`config.mk`:
```
export PLATFORM = sky130hd
export DESIGN_NAME = commit_serial_ctrl
export DESIGN_NICKNAME = d
export VERILOG_FILES = /design/src/rtl/commit_serial_ctrl.sv
export SDC_FILE = /design/constraint.sdc
export NUM_CORES = 1
export LEC_CHECK = 0
export BUFFER_PORTS_ARGS = -buffer_cell sky130_fd_sc_hd__buf_2
export CORE_MARGIN = 5
export CORE_UTILIZATION = 40
export CTS_CLUSTER_DIAMETER = 30
export DETAILED_ROUTE_END_ITERATION = 8
export PLACE_DENSITY_LB_ADDON = 0.3
export REMOVE_ABC_BUFFERS = 1
export SYNTH_ARGS = -nofsm -noshare
export SYNTH_HDL_FRONTEND = slang
export SYNTH_SLANG_ARGS = --single-unit
```
`constraint.sdc`:
```
create_clock -name clk -period 2.1 [get_ports clk]
set_input_delay 0.105 -clock clk [delete_from_list [all_inputs] [get_ports clk]]
set_output_delay 0.105 -clock clk [all_outputs]
set_load 0.01 [all_outputs]
```
`src/rtl/commit_serial_ctrl.sv`:
```
// Serialises single-commit special instructions at the ROB head: drains the store
// buffer, issues one uncached/cacop or TLB operation, then retires (and flushes if needed).
module commit_serial_ctrl #(
    parameter int ADDR_W = 32,
    parameter int DATA_W = 32,
    parameter int OP_W   = 5
) (
    input  logic              clk,
    input  logic              rst_n,
    input  logic              head_valid_i,
    input  logic [2:0]        head_kind_i,
    input  logic [ADDR_W-1:0] head_pc_i,
    input  logic [ADDR_W-1:0] head_addr_i,
    input  logic [DATA_W-1:0] head_wdata_i,
    input  logic [OP_W-1:0]   head_op_i,
    input  logic              flush_i,
    input  logic              sb_empty_i,
    output logic              mem_req_o,
    output logic              mem_we_o,
    output logic              mem_cacop_o,
    output logic [ADDR_W-1:0] mem_addr_o,
    output logic [DATA_W-1:0] mem_wdata_o,
    output logic [OP_W-1:0]   mem_op_o,
    input  logic              mem_ready_i,
    input  logic              mem_resp_i,
    input  logic [DATA_W-1:0] mem_rdata_i,
    output logic              tlb_req_o,
    output logic [OP_W-1:0]   tlb_op_o,
    input  logic              tlb_done_i,
    output logic              stall_o,
    output logic              retire_o,
    output logic [DATA_W-1:0] retire_rdata_o,
    output logic              flush_o,
    output logic [ADDR_W-1:0] flush_pc_o
);

    typedef enum logic [2:0] {
        K_NORMAL   = 3'd0,
        K_UC_LOAD  = 3'd1,
        K_UC_STORE = 3'd2,
        K_CACOP    = 3'd3,
        K_TLB      = 3'd4,
        K_DBAR     = 3'd5,
        K_IBAR     = 3'd6,
        K_CSR      = 3'd7
    } kind_e;

    typedef enum logic [2:0] {
        S_IDLE, S_DRAIN, S_ISSUE, S_WAIT, S_RETIRE, S_ABORT
    } state_e;

    state_e            state_q, state_d;
    kind_e             kind_q, kind_d;
    logic [ADDR_W-1:0] pc_q, pc_d;
    logic [ADDR_W-1:0] addr_q, addr_d;
    logic [DATA_W-1:0] wdata_q, wdata_d;
    logic [OP_W-1:0]   op_q, op_d;
    logic [DATA_W-1:0] rdata_q, rdata_d;

    logic is_mem_kind, is_tlb_kind, needs_flush, op_done, start;

    always_comb begin
        is_mem_kind = (kind_q == K_UC_LOAD) || (kind_q == K_UC_STORE) || (kind_q == K_CACOP);
        is_tlb_kind = (kind_q == K_TLB);
        needs_flush = (kind_q == K_CACOP) || (kind_q == K_TLB) ||
                      (kind_q == K_IBAR)  || (kind_q == K_CSR);
        op_done     = is_tlb_kind ? tlb_done_i : mem_resp_i;
        start       = head_valid_i && (head_kind_i != K_NORMAL) && !flush_i;
    end

    // NOTE: every signal gets a default before the case so no path can infer a latch.
    always_comb begin
        state_d        = state_q;
        kind_d         = kind_q;
        pc_d           = pc_q;
        addr_d         = addr_q;
        wdata_d        = wdata_q;
        op_d           = op_q;
        rdata_d        = rdata_q;
        mem_req_o      = 1'b0;
        tlb_req_o      = 1'b0;
        retire_o       = 1'b0;
        flush_o        = 1'b0;

        case (state_q)
            S_IDLE: begin
                if (start) begin
                    state_d = S_DRAIN;
                    kind_d  = kind_e'(head_kind_i);
                    pc_d    = head_pc_i;
                    addr_d  = head_addr_i;
                    wdata_d = head_wdata_i;
                    op_d    = head_op_i;
                    rdata_d = '0;
                end
            end
            S_DRAIN: begin
                if (flush_i)
                    state_d = S_IDLE;
                else if (sb_empty_i)
                    state_d = (is_mem_kind || is_tlb_kind) ? S_ISSUE : S_RETIRE;
            end
            S_ISSUE: begin
                // A request that goes out in the flush cycle is still outstanding,
                // so its completion must be swallowed in ABORT.
                if (is_tlb_kind) begin
                    tlb_req_o = 1'b1;
                    state_d   = flush_i ? S_ABORT : S_WAIT;
                end else begin
                    mem_req_o = 1'b1;
                    if (mem_ready_i)
                        state_d = flush_i ? S_ABORT : S_WAIT;
                    else if (flush_i)
                        state_d = S_IDLE;
                end
            end
            S_WAIT: begin
                if (op_done && kind_q == K_UC_LOAD && !flush_i)
                    rdata_d = mem_rdata_i;
                if (flush_i)
                    state_d = op_done ? S_IDLE : S_ABORT;
                else if (op_done)
                    state_d = S_RETIRE;
            end
            S_RETIRE: begin
                retire_o = 1'b1;
                flush_o  = needs_flush;
                state_d  = S_IDLE;
            end
            S_ABORT: begin
                if (op_done)
                    state_d = S_IDLE;
            end
            default: state_d = S_IDLE;
        endcase
    end

    // Payload outputs are gated so they read 0 whenever their qualifier is low.
    always_comb begin
        stall_o        = (state_q != S_IDLE) || start;
        mem_we_o       = mem_req_o && (kind_q == K_UC_STORE);
        mem_cacop_o    = mem_req_o && (kind_q == K_CACOP);
        mem_addr_o     = mem_req_o ? addr_q  : '0;
        mem_wdata_o    = mem_req_o ? wdata_q : '0;
        mem_op_o       = mem_cacop_o ? op_q  : '0;
        tlb_op_o       = tlb_req_o ? op_q    : '0;
        retire_rdata_o = retire_o ? rdata_q  : '0;
        flush_pc_o     = flush_o ? (pc_q + ADDR_W'(4)) : '0;
    end

    // NOTE: sequential state uses non-blocking assignments so all flops update together.
    always_ff @(posedge clk or negedge rst_n) begin
        if (!rst_n) begin
            state_q <= S_IDLE;
            kind_q  <= K_NORMAL;
            pc_q    <= '0;
            addr_q  <= '0;
            wdata_q <= '0;
            op_q    <= '0;
            rdata_q <= '0;
        end else begin
            state_q <= state_d;
            kind_q  <= kind_d;
            pc_q    <= pc_d;
            addr_q  <= addr_d;
            wdata_q <= wdata_d;
            op_q    <= op_d;
            rdata_q <= rdata_d;
        end
    end

endmodule

```
==> flow_metrics.env <==
export IMPL_status="complete, but fails checks"
export IMPL_finalInstanceArea_um2=11130
export IMPL_grt_pass1_wl_um=33730
export IMPL_path_clk_slew_ns=0.06
export IMPL_worstPathArrival_ns=2.06
export IMPL_post_place_cells=1141
export IMPL_synth_edf_count=0
export IMPL_final_nets=1243
export IMPL_multi_input_comb_area_um2=3421
export IMPL_clockPowerShare_pct=26.0
export IMPL_htree_num_levels=4
export IMPL_numCtsBuffers=17
export IMPL_grt_pass1_vias=6922
export IMPL_setup_tns_ns=-0.1485
export IMPL_ys_warn_count=0
export IMPL_dp_hpwl_um=13540
export IMPL_final_instance_count_excl_fill=1336
export IMPL_drc=0
export IMPL_utilization_pct=64.13
export IMPL_detailroute_via_count=6545
export IMPL_wl_per_cell_um=16.07
export IMPL_grt_usage_pct=20.37
export IMPL_gp_congestion=0.8074
export IMPL_die_width_um=143.1
export IMPL_start_util_pct=40.81
export IMPL_hold_path_class="in2reg"
export IMPL_ant_nets=0
export IMPL_drt_iter0_drc=273
export IMPL_synth_ff_type="dfrtp_1"
export IMPL_path_class="reg2out"
export IMPL_vias_per_cell=4.899
export IMPL_slew_viol_final=0
export IMPL_cellInternalPower_mw=7.880
export IMPL_place_area_um2=8821
export IMPL_nFillCells=1308
export IMPL_die_area_um2=20470
export IMPL_syn_to_final_growth_pct=57.15
export IMPL_ios=289
export IMPL_grt_setup_unrepaired="yes"
export IMPL_violations="setup timing"
export IMPL_setup_viol=6
export IMPL_synthCells=648
export IMPL_critPathLaunchType="flop"
export IMPL_worst_pin_slew_ns=0.4601
export IMPL_hold_ws_ns=0.1304
export IMPL_ys_seq_area_share_pct=49.11
export IMPL_fmax_mhz=462.5
export IMPL_clock_path_buffers=2
export IMPL_layout_area_seq_um2=3486
export IMPL_path_max_fanout=4
export IMPL_layout_setup_ws_ns=-0.06224
export IMPL_cap_violations=0
export IMPL_cts_sinks=139
export IMPL_powerDensity_nw_per_um2=1046
export IMPL_fin_skew_ns=0.007447
export IMPL_switching_share_pct=32.34
export IMPL_critPathRequiredTime_ns=2.00
export IMPL_portBuffers=288
export IMPL_p_sw_mw=3.767
export IMPL_wirelength_um=21480
export IMPL_fin_crit_sh_pct=103.0
export IMPL_tritoncts="built"
export IMPL_async_reset_ff_share_pct=100.0
export IMPL_avgSynthCellArea_um2=10.93
export IMPL_drive_above_1_share_pct=47.48
export IMPL_yosysUniqueCellTypes=52
export IMPL_comb_power_share_pct=34.9
export IMPL_hold_viol=0
export IMPL_syn_area_um2=7083
export IMPL_vdd_drop_max_v=0.0005983
export IMPL_clock_latency_ns=0.41
export IMPL_end_kind="output port"
export IMPL_antenna_found_initial=1
export IMPL_grt_max_degree=77
export IMPL_design_core_area_um2=17360
export IMPL_grt_ovfl_total=0
export IMPL_dr_pass1_iters=4
export IMPL_ys_ff_latch=139
export IMPL_slew_headroom_pct=69.33
export IMPL_period_needed_ns=2.162
export IMPL_leakagePower_nw=5.504
export IMPL_num_rows=48
export IMPL_p_seq_share_pct=39.1
export IMPL_regToRegSetupSlack_ns=0.19
export IMPL_fp_dieH_um=143.1
export IMPL_root_buffer="clkbuf_16"
==> timing repair <==
action / 4_1_cts / 5_1_grt
gates resized for setup: 16 / 13
cloned: 0 / 2
hold buffers: 138 / 0
buffers inserted: 20 / 4
endpoints found under the setup margin: 76 / 101
endpoints found under the hold margin: 240 / 0
pin swaps: 12 / 9
==> cells in the mapped netlist, types with 7 or more instances <==
cell	n	area share [%]
and2_1	75	6.6
and3_1	43	3.8
buf_2	13	0.92
buf_6	7	1.1
clkbuf_1	18	0.95
dfrtp_1	139	49
mux2_2	102	16
nand2_1	75	4.0
nand3_1	11	0.78
nand4_1	15	1.3
nor2_1	32	1.7
o21ai_2	28	3.5
xnor2_1	9	1.1
xor2_1	19	2.3
==> sequential cells by signal, indices dropped and copies added (netlist names) <==
| name | flops |
|---|---|
| addr_q | 32 |
| rdata_q | 32 |
| wdata_q | 32 |
| kind_q | 3 |
| state_q | 3 |
| pc_q | 32 |
| op_q | 5 |
==> cell type report <==
type | count | area share, %
Timing Repair Buffer | 474 | 29.82
Inverter | 6 | 0.2023
Multi-Input combinational cell | 460 | 30.73
Tap cell | 225 | 2.529
Sequential cell | 139 | 31.32
Antenna cell | 1 | 0.02248
Clock buffer | 17 | 3.822
Clock inverter | 14 | 1.551
==> metrics by stage <==
step,setup WS (ns),total power [mW]
floorplan,-2.532,6.745
global placement,0.2323,7.902
detailed placement,0.1816,8.002
CTS,-0.03668,11.55
global route,-0.1437,12.37
finish,-0.06224,11.65
==> power by group through the flow <==
stage	logic, mW	clock network, mW	registers [mW]
3_3_place_gp	3.36	0	4.54
3_5_place_dp	3.40	0	4.60
2_1_floorplan	2.36	0	4.39
4_1_cts	3.92	3.12	4.51
5_1_grt	4.42	3.23	4.71
6_report	4.06	3.03	4.55
==> per-layer routing <==
| metal | share of wire (%) | up-vias | wire length (µm) | global-route usage (%) |
|---|---|---|---|---|
| met4 | 2.2 | 0 | 476 | 8.004 |
| li1 | - | 3135 | - | - |
| met5 | 0 | - | 0 | 0 |
| met1 | 41 | 3116 | 8865 | 25.45 |
| met3 | 7.2 | 35 | 1548 | 4.622 |
| met2 | 49 | 259 | 10590 | 34.30 |
==> cell families (layout without fill, tap and decap cells) <==
kind of cell	count (synthesis)	after routing	synth area share [%]
flip-flops	139	139	49.11
other	0	1	0
adder cells (fa/ha/maj)	1	1	0.1766
multiplexers	103	103	16.36
XOR/XNOR	28	28	3.462
AO/OA/AOI/OAI	51	51	5.547
AND/OR/NAND/NOR	277	277	21.60
buffers and inverters	49	511	3.745
==> cell usage in the layout (no fill, tap or decap), types with 3 or more instances in the layout <==
master | synthesis | layout
buf_2 | 13 | 287
dlygate4sd3_1 | 0 | 138
dfrtp_1 | 139 | 133
mux2_2 | 102 | 102
and2_1 | 75 | 75
nand2_1 | 75 | 72
and3_1 | 43 | 41
buf_4 | 3 | 37
nor2_1 | 32 | 31
o21ai_2 | 28 | 28
xor2_1 | 19 | 19
clkbuf_16 | 0 | 19
nand4_1 | 15 | 15
xnor2_1 | 9 | 8
nand3_1 | 11 | 7
buf_12 | 0 | 7
inv_1 | 6 | 6
o21ai_0 | 6 | 6
dfrtp_2 | 0 | 6
clkinv_4 | 0 | 5
nand2b_1 | 4 | 4
o21ai_1 | 4 | 4
nand2_2 | 0 | 3
nand3_2 | 0 | 3
clkinv_2 | 0 | 3
bufinv_16 | 0 | 3
buf_6 | 7 | 3
==> final timing paths <==
path	startpoint	end	cells after the start
hold / removal	tlb_done_i	state_q[2]$_DFFE_PN0P_	4
max in group asynchronous	rst_n	wdata_q[13]$_DFFE_PN0P_	3
setup reg to reg	kind_q[1]$_DFFE_PN0P_	rdata_q[16]$_DFFE_PN0P_	6
setup / recovery	pc_q[5]$_DFFE_PN0P_	flush_pc_o[13]	6
min in group asynchronous	rst_n	pc_q[1]$_DFFE_PN0P_	2
hold reg to reg	rdata_q[8]$_DFFE_PN0P_	rdata_q[8]$_DFFE_PN0P_	2
==> critical path, cell delays in order (launching register included) <==
cell	delay, ns
dfrtp_2	0.43
and3_4	0.21
and4_4	0.25
or3b_4	0.39
xor2_1	0.15
nor2_1	0.09
buf_2	0.14
Power figures use the tool's default switching activity.
